--- src/rtl/alu_exec_unit_if.sv ---
// Request/response bundle for the EX-stage ALU. It carries the decode fields and operands in,
// the registered result and flags out, a valid/ready pair on each side, and flush.
interface alu_exec_unit_if #(
   parameter int XLEN = 32
);
   logic            flush;
   logic            in_valid;
   logic            in_ready;
   logic [1:0]      ALUop;
   logic [2:0]      function_3bit;
   logic [6:0]      function_7bit;
   logic [6:0]      opcode_instruction;
   logic [XLEN-1:0] src_a;
   logic [XLEN-1:0] src_b;
   logic            out_valid;
   logic            out_ready;
   logic [XLEN-1:0] result;
   logic            zero;
   logic [3:0]      ALUcontrol;
   logic            illegal;

   modport master (
      output flush, in_valid, ALUop, function_3bit, function_7bit,
             opcode_instruction, src_a, src_b, out_ready,
      input  in_ready, out_valid, result, zero, ALUcontrol, illegal
   );

   modport slave (
      input  flush, in_valid, ALUop, function_3bit, function_7bit,
             opcode_instruction, src_a, src_b, out_ready,
      output in_ready, out_valid, result, zero, ALUcontrol, illegal
   );
endinterface

--- src/rtl/alu_exec_unit.sv ---
// RV32 EX-stage ALU. It combines the ALU-control decode, single-cycle execute, an optional iterative
// shift-add MUL, and a registered valid/ready result with a synchronous flush.
module alu_exec_unit #(
   parameter int XLEN   = 32,
   parameter bit MUL_EN = 1'b1
) (
   input  logic           clk,
   input  logic           rst,
   alu_exec_unit_if.slave bus
);
   localparam int SW = $clog2(XLEN);
   localparam logic [SW-1:0] CNT_LAST = SW'(XLEN - 1);

   typedef enum logic [3:0] {
      ALU_ADD   = 4'd0,
      ALU_SUB   = 4'd1,
      ALU_AND   = 4'd2,
      ALU_OR    = 4'd3,
      ALU_XOR   = 4'd4,
      ALU_SLL   = 4'd5,
      ALU_SRL   = 4'd6,
      ALU_SRA   = 4'd7,
      ALU_SLT   = 4'd8,
      ALU_SLTU  = 4'd9,
      ALU_PASSB = 4'd10,
      ALU_MUL   = 4'd11
   } alu_ctrl_e;

   typedef enum logic [1:0] {S_IDLE, S_MUL, S_WAIT} state_e;

   state_e          state;
   logic [XLEN-1:0] mcand;
   logic [XLEN-1:0] mplier;
   logic [XLEN-1:0] acc;
   logic [SW-1:0]   cnt;

   logic            out_valid_q;
   logic [XLEN-1:0] result_q;
   logic            zero_q;
   alu_ctrl_e       ctrl_q;
   logic            illegal_q;

   alu_ctrl_e       dec_ctrl;
   logic            dec_illegal;
   logic [XLEN-1:0] alu_res;
   logic [SW-1:0]   shamt;
   logic            out_free;
   logic            accept;
   logic            unused_opcode;

   // Only opcode bit 5 (R-type vs I-type) affects the decode.
   assign unused_opcode = ^{bus.opcode_instruction[6], bus.opcode_instruction[4:0]};
   assign shamt         = bus.src_b[SW-1:0];

   // NOTE: every signal written in always_comb gets a default first, so no path can infer a latch.
   always_comb begin
      dec_ctrl    = ALU_ADD;
      dec_illegal = 1'b0;
      case (bus.ALUop)
         2'b00: dec_ctrl = ALU_ADD;
         2'b01: dec_ctrl = ALU_SUB;
         2'b11: dec_ctrl = ALU_PASSB;
         default: begin
            if (bus.opcode_instruction[5] && bus.function_7bit == 7'b0000001) begin
               if (MUL_EN && bus.function_3bit == 3'b000) dec_ctrl = ALU_MUL;
               else                                       dec_illegal = 1'b1;
            end else begin
               case (bus.function_3bit)
                  3'b000:  dec_ctrl = (bus.opcode_instruction[5] && bus.function_7bit[5])
                                      ? ALU_SUB : ALU_ADD;
                  3'b001:  dec_ctrl = ALU_SLL;
                  3'b010:  dec_ctrl = ALU_SLT;
                  3'b011:  dec_ctrl = ALU_SLTU;
                  3'b100:  dec_ctrl = ALU_XOR;
                  3'b101:  dec_ctrl = bus.function_7bit[5] ? ALU_SRA : ALU_SRL;
                  3'b110:  dec_ctrl = ALU_OR;
                  default: dec_ctrl = ALU_AND;
               endcase
            end
         end
      endcase
   end

   always_comb begin
      alu_res = '0;
      case (dec_ctrl)
         ALU_ADD:   alu_res = bus.src_a + bus.src_b;
         ALU_SUB:   alu_res = bus.src_a - bus.src_b;
         ALU_AND:   alu_res = bus.src_a & bus.src_b;
         ALU_OR:    alu_res = bus.src_a | bus.src_b;
         ALU_XOR:   alu_res = bus.src_a ^ bus.src_b;
         ALU_SLL:   alu_res = bus.src_a << shamt;
         ALU_SRL:   alu_res = bus.src_a >> shamt;
         ALU_SRA:   alu_res = $signed(bus.src_a) >>> shamt;
         ALU_SLT:   alu_res = XLEN'($signed(bus.src_a) < $signed(bus.src_b));
         ALU_SLTU:  alu_res = XLEN'(bus.src_a < bus.src_b);
         ALU_PASSB: alu_res = bus.src_b;
         default:   alu_res = '0;
      endcase
      if (dec_illegal) alu_res = '0;
   end

   assign out_free     = !out_valid_q || bus.out_ready;
   assign bus.in_ready = (state == S_IDLE) && out_free && !bus.flush;
   assign accept       = bus.in_valid && bus.in_ready;

   // NOTE: sequential state uses non-blocking assignments only. A later load in this block
   // overrides the earlier out_valid clear on the same edge.
   always_ff @(posedge clk or negedge rst) begin
      if (!rst) begin
         state       <= S_IDLE;
         mcand       <= '0;
         mplier      <= '0;
         acc         <= '0;
         cnt         <= '0;
         out_valid_q <= 1'b0;
         result_q    <= '0;
         zero_q      <= 1'b0;
         ctrl_q      <= ALU_ADD;
         illegal_q   <= 1'b0;
      end else if (bus.flush) begin
         state       <= S_IDLE;
         out_valid_q <= 1'b0;
      end else begin
         if (bus.out_ready) out_valid_q <= 1'b0;
         case (state)
            S_IDLE: begin
               if (accept && dec_ctrl == ALU_MUL) begin
                  mcand  <= bus.src_a;
                  mplier <= bus.src_b;
                  acc    <= '0;
                  cnt    <= '0;
                  state  <= S_MUL;
               end else if (accept) begin
                  out_valid_q <= 1'b1;
                  result_q    <= alu_res;
                  zero_q      <= (alu_res == '0);
                  ctrl_q      <= dec_ctrl;
                  illegal_q   <= dec_illegal;
               end
            end
            S_MUL: begin
               if (mplier[0]) acc <= acc + mcand;
               mcand  <= mcand << 1;
               mplier <= mplier >> 1;
               cnt    <= cnt + SW'(1);
               if (cnt == CNT_LAST) state <= S_WAIT;
            end
            S_WAIT: begin
               // The product stays in acc until the output register is free.
               if (out_free) begin
                  out_valid_q <= 1'b1;
                  result_q    <= acc;
                  zero_q      <= (acc == '0);
                  ctrl_q      <= ALU_MUL;
                  illegal_q   <= 1'b0;
                  state       <= S_IDLE;
               end
            end
            default: state <= S_IDLE;
         endcase
      end
   end

   assign bus.out_valid  = out_valid_q;
   assign bus.result     = result_q;
   assign bus.zero       = zero_q;
   assign bus.ALUcontrol = ctrl_q;
   assign bus.illegal    = illegal_q;
endmodule

--- src/flat_wrapper.sv ---
// flat-port wrapper written by rule: the top's interface ports become plain ports
module alu_exec_unit_flat 
#(
   parameter int XLEN   = 32,
   parameter bit MUL_EN = 1'b1
)
  (clk, rst, bus_flush, bus_in_valid, bus_ALUop, bus_function_3bit, bus_function_7bit, bus_opcode_instruction, bus_src_a, bus_src_b, bus_out_ready, bus_in_ready, bus_out_valid, bus_result, bus_zero, bus_ALUcontrol, bus_illegal);
  alu_exec_unit_if #(.XLEN(XLEN)) bus_i ();
  input  logic clk;
  input  logic rst;
  input wire logic [$bits(bus_i.flush)-1:0] bus_flush;
  input wire logic [$bits(bus_i.in_valid)-1:0] bus_in_valid;
  input wire logic [$bits(bus_i.ALUop)-1:0] bus_ALUop;
  input wire logic [$bits(bus_i.function_3bit)-1:0] bus_function_3bit;
  input wire logic [$bits(bus_i.function_7bit)-1:0] bus_function_7bit;
  input wire logic [$bits(bus_i.opcode_instruction)-1:0] bus_opcode_instruction;
  input wire logic [$bits(bus_i.src_a)-1:0] bus_src_a;
  input wire logic [$bits(bus_i.src_b)-1:0] bus_src_b;
  input wire logic [$bits(bus_i.out_ready)-1:0] bus_out_ready;
  output wire logic [$bits(bus_i.in_ready)-1:0] bus_in_ready;
  output wire logic [$bits(bus_i.out_valid)-1:0] bus_out_valid;
  output wire logic [$bits(bus_i.result)-1:0] bus_result;
  output wire logic [$bits(bus_i.zero)-1:0] bus_zero;
  output wire logic [$bits(bus_i.ALUcontrol)-1:0] bus_ALUcontrol;
  output wire logic [$bits(bus_i.illegal)-1:0] bus_illegal;
  assign bus_i.flush = bus_flush;
  assign bus_i.in_valid = bus_in_valid;
  assign bus_i.ALUop = bus_ALUop;
  assign bus_i.function_3bit = bus_function_3bit;
  assign bus_i.function_7bit = bus_function_7bit;
  assign bus_i.opcode_instruction = bus_opcode_instruction;
  assign bus_i.src_a = bus_src_a;
  assign bus_i.src_b = bus_src_b;
  assign bus_i.out_ready = bus_out_ready;
  assign bus_in_ready = bus_i.in_ready;
  assign bus_out_valid = bus_i.out_valid;
  assign bus_result = bus_i.result;
  assign bus_zero = bus_i.zero;
  assign bus_ALUcontrol = bus_i.ALUcontrol;
  assign bus_illegal = bus_i.illegal;
  alu_exec_unit #(.XLEN(XLEN), .MUL_EN(MUL_EN)) u_core (.clk(clk), .rst(rst), .bus(bus_i));
endmodule
--- config.mk ---
export PLATFORM = sky130hd
export DESIGN_NAME = alu_exec_unit_flat
export DESIGN_NICKNAME = d
export VERILOG_FILES = /design/src/rtl/alu_exec_unit_if.sv /design/src/rtl/alu_exec_unit.sv /design/src/flat_wrapper.sv
export SDC_FILE = /design/constraint.sdc
export NUM_CORES = 1
export LEC_CHECK = 0
export ABC_AREA = 1
export CORE_MARGIN = 4
export CORE_UTILIZATION = 45
export DETAILED_ROUTE_END_ITERATION = 10
export PLACE_DENSITY = 0.77
export RECOVER_POWER = 50
export REMOVE_ABC_BUFFERS = 1
export SYNTH_ARGS = -nofsm -noshare
export SYNTH_HDL_FRONTEND = slang
export SYNTH_SLANG_ARGS = --single-unit
--- constraint.sdc ---
create_clock -name clk -period 2.9 [get_ports clk]
set_input_delay 0.435 -clock clk [delete_from_list [all_inputs] [get_ports clk]]
set_output_delay 0.435 -clock clk [all_outputs]
set_load 0.02 [all_outputs]
==> impl_results.html <==
<table>
<tr><th>Metric</th><th>Value</th></tr>
<tr><th colspan="2">Clocking</th></tr>
<tr><td>Latest clock arrival within the worst-skew pair</td><td>0.47 ns</td></tr>
<tr><td>Cell at the root of the clock tree</td><td>clkbuf_16</td></tr>
<tr><td>Number of CTS-inserted buffers</td><td>17</td></tr>
<tr><td>Clock tree from TritonCTS</td><td>yes</td></tr>
<tr><td>Clock sink total</td><td>142</td></tr>
<tr><td>Buffer levels on the longest clock path</td><td>2</td></tr>
<tr><td>Register clock-pin slew on the reported worst setup and hold paths</td><td>0.08 ns</td></tr>
<tr><td>Number of H-tree levels</td><td>4</td></tr>
<tr><th colspan="2">Synth</th></tr>
<tr><td>Cell area after synthesis</td><td>0.01891 mm²</td></tr>
<tr><td>Mapped Avg Cell Area</td><td>5.630 µm²</td></tr>
<tr><td>Dominant synthesized flop cell</td><td>dfrtp_1</td></tr>
<tr><td>Warnings, synthesis</td><td>0</td></tr>
<tr><td>Share of the synthesized area in the top cell type</td><td>20.75%</td></tr>
<tr><td>Register area share after synthesis</td><td>18.80%</td></tr>
<tr><td>Yosys top cell by area</td><td>nand2_1</td></tr>
<tr><td>Most instantiated library cell after synthesis</td><td>nand2_1</td></tr>
<tr><td>Number of synthesized register bits</td><td>142</td></tr>
<tr><td>Top cells by area in the synthesized netlist</td><td>nand2_1, dfrtp_1, nand3_1, ha_1, nor2_1</td></tr>
<tr><td>Gate count of the mapped netlist</td><td>3358</td></tr>
<tr><td>List of most frequent post-synthesis cells</td><td>nand2_1, nand3_1, nor2_1</td></tr>
<tr><td>Number of different library cells in the post-synthesis netlist</td><td>51</td></tr>
<tr><td>Async set or reset register ratio after synthesis</td><td>100.0%</td></tr>
<tr><td>Number of enable-type register cells in the synthesized netlist</td><td>0</td></tr>
<tr><th colspan="2">Layout</th></tr>
<tr><td>Synthesis-to-finish area growth</td><td>48.16%</td></tr>
<tr><td>Antenna diodes</td><td>0</td></tr>
<tr><td>Fraction of final layout cells sized beyond drive strength 1</td><td>27.46%</td></tr>
<tr><td>Fin area</td><td>0.02801 mm²</td></tr>
<tr><td>Number of nets at the end of the flow</td><td>4254</td></tr>
<tr><td>Layout Utilization</td><td>67.98%</td></tr>
<tr><th colspan="2">Pwr</th></tr>
<tr><td>Leakage power total</td><td>14.82 nW</td></tr>
<tr><td>Fraction of power consumed by combinational cells</td><td>54.3%</td></tr>
<tr><td>Switching part of the total power</td><td>42.82%</td></tr>
<tr><td>Pwr/cell area</td><td>416.9 mW/mm²</td></tr>
<tr><td>Peak VDD IR</td><td>571.8 µV</td></tr>
<tr><td>Portion of total power attributed to the clock network</td><td>21.7%</td></tr>
<tr><td>P_int</td><td>6.678 mW</td></tr>
<tr><td>Switching component of the power</td><td>5.001 mW</td></tr>
<tr><td>Sequential share of power</td><td>24.0%</td></tr>
<tr><th colspan="2">GRT</th></tr>
<tr><td>Pin count of the biggest net entering global routing</td><td>70</td></tr>
<tr><td>GR Util All Layers</td><td>39.80%</td></tr>
<tr><td>Vias in the first global route</td><td>23500</td></tr>
<tr><td>Residual overflow from global routing</td><td>0</td></tr>
<tr><td>Antenna violations before repair</td><td>1</td></tr>
<tr><td>Wire length of the first global-routing pass</td><td>137.5 mm</td></tr>
<tr><th colspan="2">Timing</th></tr>
<tr><td>Achievable clock frequency</td><td>0.3449 GHz</td></tr>
<tr><td>Tmin final</td><td>2.899 ns</td></tr>
<tr><td>Setup-violating endpoint count in the final report</td><td>0</td></tr>
<tr><td>Worst Hold Slack</td><td>0.4327 ns</td></tr>
<tr><td>Normalized max-slew margin</td><td>10.95%</td></tr>
<tr><td>Worst-margin pin slew</td><td>1.336 ns</td></tr>
<tr><td>Setup Total Neg Slack</td><td>0 ns</td></tr>
<tr><td>Final max-slew violation count</td><td>0</td></tr>
<tr><td>Final period utilization</td><td>99.97%</td></tr>
<tr><td>Worst setup skew after layout</td><td>0.01918 ns</td></tr>
<tr><td>Worst path setup slack after routing</td><td>0.001002 ns</td></tr>
<tr><td>Final-report hold violation count</td><td>0</td></tr>
<tr><th colspan="2">Routing</th></tr>
<tr><td>Post-DR wirelength/cell</td><td>21.30 µm</td></tr>
<tr><td>Detailed router's first-iteration violation count</td><td>3669</td></tr>
<tr><td>Via count</td><td>26367</td></tr>
<tr><td>TritonRoute pass-1 iters</td><td>8</td></tr>
<tr><td>Average vias per placed instance</td><td>5.770</td></tr>
<tr><td>Post-route ant nets</td><td>0</td></tr>
<tr><td>Final wirelength</td><td>97.35 mm</td></tr>
<tr><td>DR DRC count</td><td>0</td></tr>
<tr><th colspan="2">Run</th></tr>
<tr><td>MaxCap Viol Count</td><td>0</td></tr>
<tr><th colspan="2">Setup path</th></tr>
<tr><td>Crit path launch type</td><td>primary input</td></tr>
<tr><td>Data required time of the worst path</td><td>3.30 ns</td></tr>
<tr><td>Worst EP arrival</td><td>3.30 ns</td></tr>
<tr><td>Cells along the critical path</td><td>clkdlybuf4s50_1, inv_1, nand2_2, nor2_4, nand2_4, nand3_2, nand2_2, nand2_4, nand2_4, buf_4, nand3_4, buf_12, buf_6, o21ai_1, nor2_1, nand3_1, nand2_1, nand2_1, nor2_2, nand2_1, nor2_2, nand2_1, a21oi_1</td></tr>
<tr><td>Slowest Stage Delay on Critical Path</td><td>0.40 ns</td></tr>
<tr><td>Standard cell with the maximum stage delay on the critical path</td><td>clkdlybuf4s50_1</td></tr>
<tr><td>CP max FO</td><td>6</td></tr>
<tr><td>Critical path capture point type</td><td>flip-flop</td></tr>
<tr><td>Startpoint-to-endpoint class of the critical path</td><td>primary input to flip-flop</td></tr>
<tr><td>Cell type with the highest occurrence count on the critical path</td><td>nand2_1</td></tr>
<tr><th colspan="2">Placed design</th></tr>
<tr><td>GPL Wtd Cong</td><td>1.095</td></tr>
<tr><td>Worst setup timing slack at the placement stage</td><td>-1.049 ns</td></tr>
<tr><td>Buffers on Ports</td><td>121</td></tr>
<tr><td>Half-perimeter wire length of the detailed placement result</td><td>75.12 mm</td></tr>
<tr><td>Placement Cell Area</td><td>0.02513 mm²</td></tr>
<tr><th colspan="2">Floorplanning</th></tr>
<tr><td>Die area</td><td>0.04536 mm²</td></tr>
<tr><td>Std cell rows</td><td>74</td></tr>
<tr><td>Number of top-level pins</td><td>128</td></tr>
<tr><td>Die Wd</td><td>213.0 µm</td></tr>
<tr><td>Initial core utilization</td><td>45.89%</td></tr>
<tr><td>Die Span Y</td><td>213.0 µm</td></tr>
<tr><td>Core area</td><td>0.04120 mm²</td></tr>
<tr><th colspan="2">Worst hold path</th></tr>
<tr><td>Worst min-delay path class</td><td>primary input to flip-flop</td></tr>
<tr><th colspan="2">Run status</th></tr>
<tr><td>Status</td><td>completed</td></tr>
</table>
==> layout make-up <==
class / count / area, µm²
multi-input combinational: 2697 / 14860
fill: 3718 / 13190
timing repair buffer: 806 / 6908
sequential: 142 / 3553
inverter: 362 / 1374
tap: 532 / 665.6
clock buffer: 19 / 442.9
clock inverter: 12 / 209.0
==> cell usage in the layout (no fill, tap or decap), drive strengths merged, types with 2 or more instances in the layout <==
master         count
buf              681
dlymetal6s2s      47
a21oi            167
and2              11
nand4             33
a31oi             36
dlygate4sd3       19
bufinv             5
ha               137
nand2           1052
o21a               2
o22ai             11
dlygate4sd2        3
xnor2             17
fa                 3
clkinv             6
a21o               3
a22oi              5
nand3            453
xor2              28
dfrtp            142
clkdlybuf4s15      5
o21bai            13
clkinvlp           2
o211ai            38
inv              361
nor2             425
o21ai            208
nor4               9
or2                5
nor3              24
a21boi             7
clkdlybuf4s50     36
clkbuf            34
==> critical path, delay by kind of cell <==
family                 cells  cell delay, ns
AND/OR/NAND/NOR           16            1.76
buffers and inverters      5            0.91
AO/OA/AOI/OAI              2            0.20
==> logic make-up after synthesis <==
kind of cell | share of synthesized area (%)
AND/OR/NAND/NOR | 44.38
buffers and inverters | 10.71
AO/OA/AOI/OAI | 14.65
flip-flops | 18.80
adder cells (fa/ha/maj) | 9.385
XOR/XNOR | 2.085
==> routing by layer <==
layer / wire length (µm) / GRT usage (%)
met1: 39060 / 55.95
met2: 39430 / 56.39
met3: 12000 / 8.257
met4: 6858 / 22.79
met5: 0 / 0
==> stage by stage <==
stage	total power [mW]	std cells
finish	11.68	4570
global route	12.29	4570
CTS	11.11	4521
detailed placement	8.401	4474
global placement	8.337	4474
floorplan	5.638	3201
==> power groups by stage <==
stage | registers [mW] | logic, mW | clock network (mW)
floorplan | 2.91 | 2.73 | 0
global placement | 2.81 | 5.53 | 0
detailed placement | 2.82 | 5.58 | 0
CTS | 2.79 | 5.76 | 2.56
global route | 2.85 | 6.81 | 2.63
finish | 2.80 | 6.34 | 2.54
==> path summary, 6_finish.rpt <==
kind / start / endpoint / slack (ns) / cells after the start
max: bus_function_7bit[3] / u_core.bus.zero$_DFFE_PN0P_ / 0.001 / 23
min: bus_src_b[14] / u_core.mplier[14]$_DFFE_PN0P_ / 0.43 / 4
max reg2reg: u_core.mcand[0]$_DFFE_PN0P_ / u_core.acc[10]$_DFFE_PN0P_ / 0.05 / 18
min reg2reg: u_core.bus.result[30]$_DFFE_PN0P_ / u_core.bus.result[30]$_DFFE_PN0P_ / 0.47 / 2
max in group asynchronous: rst / u_core.mplier[17]$_DFFE_PN0P_ / 0.58 / 3
min in group asynchronous: rst / u_core.acc[26]$_DFFE_PN0P_ / 0.79 / 2
==> timing repair <==
action,in CTS,in global routing
endpoints found under the setup margin,29,135
endpoints found under the hold margin,48,0
hold buffers,1,0
setup buffers,15,47
pin swaps,14,116
gates resized for setup,138,428
gates cloned,0,4
==> flip-flops by register name, indices dropped and copies added (netlist names) <==
| signal | flops |
|---|---|
| u_core.acc | 32 |
| u_core.bus.ALUcontrol | 4 |
| u_core.bus.illegal | 1 |
| u_core.bus.out_valid | 1 |
| u_core.bus.result | 32 |
| u_core.bus.zero | 1 |
| u_core.cnt | 5 |
| u_core.mcand | 32 |
| u_core.mplier | 32 |
| u_core.state | 2 |
Power figures use the tool's default switching activity.
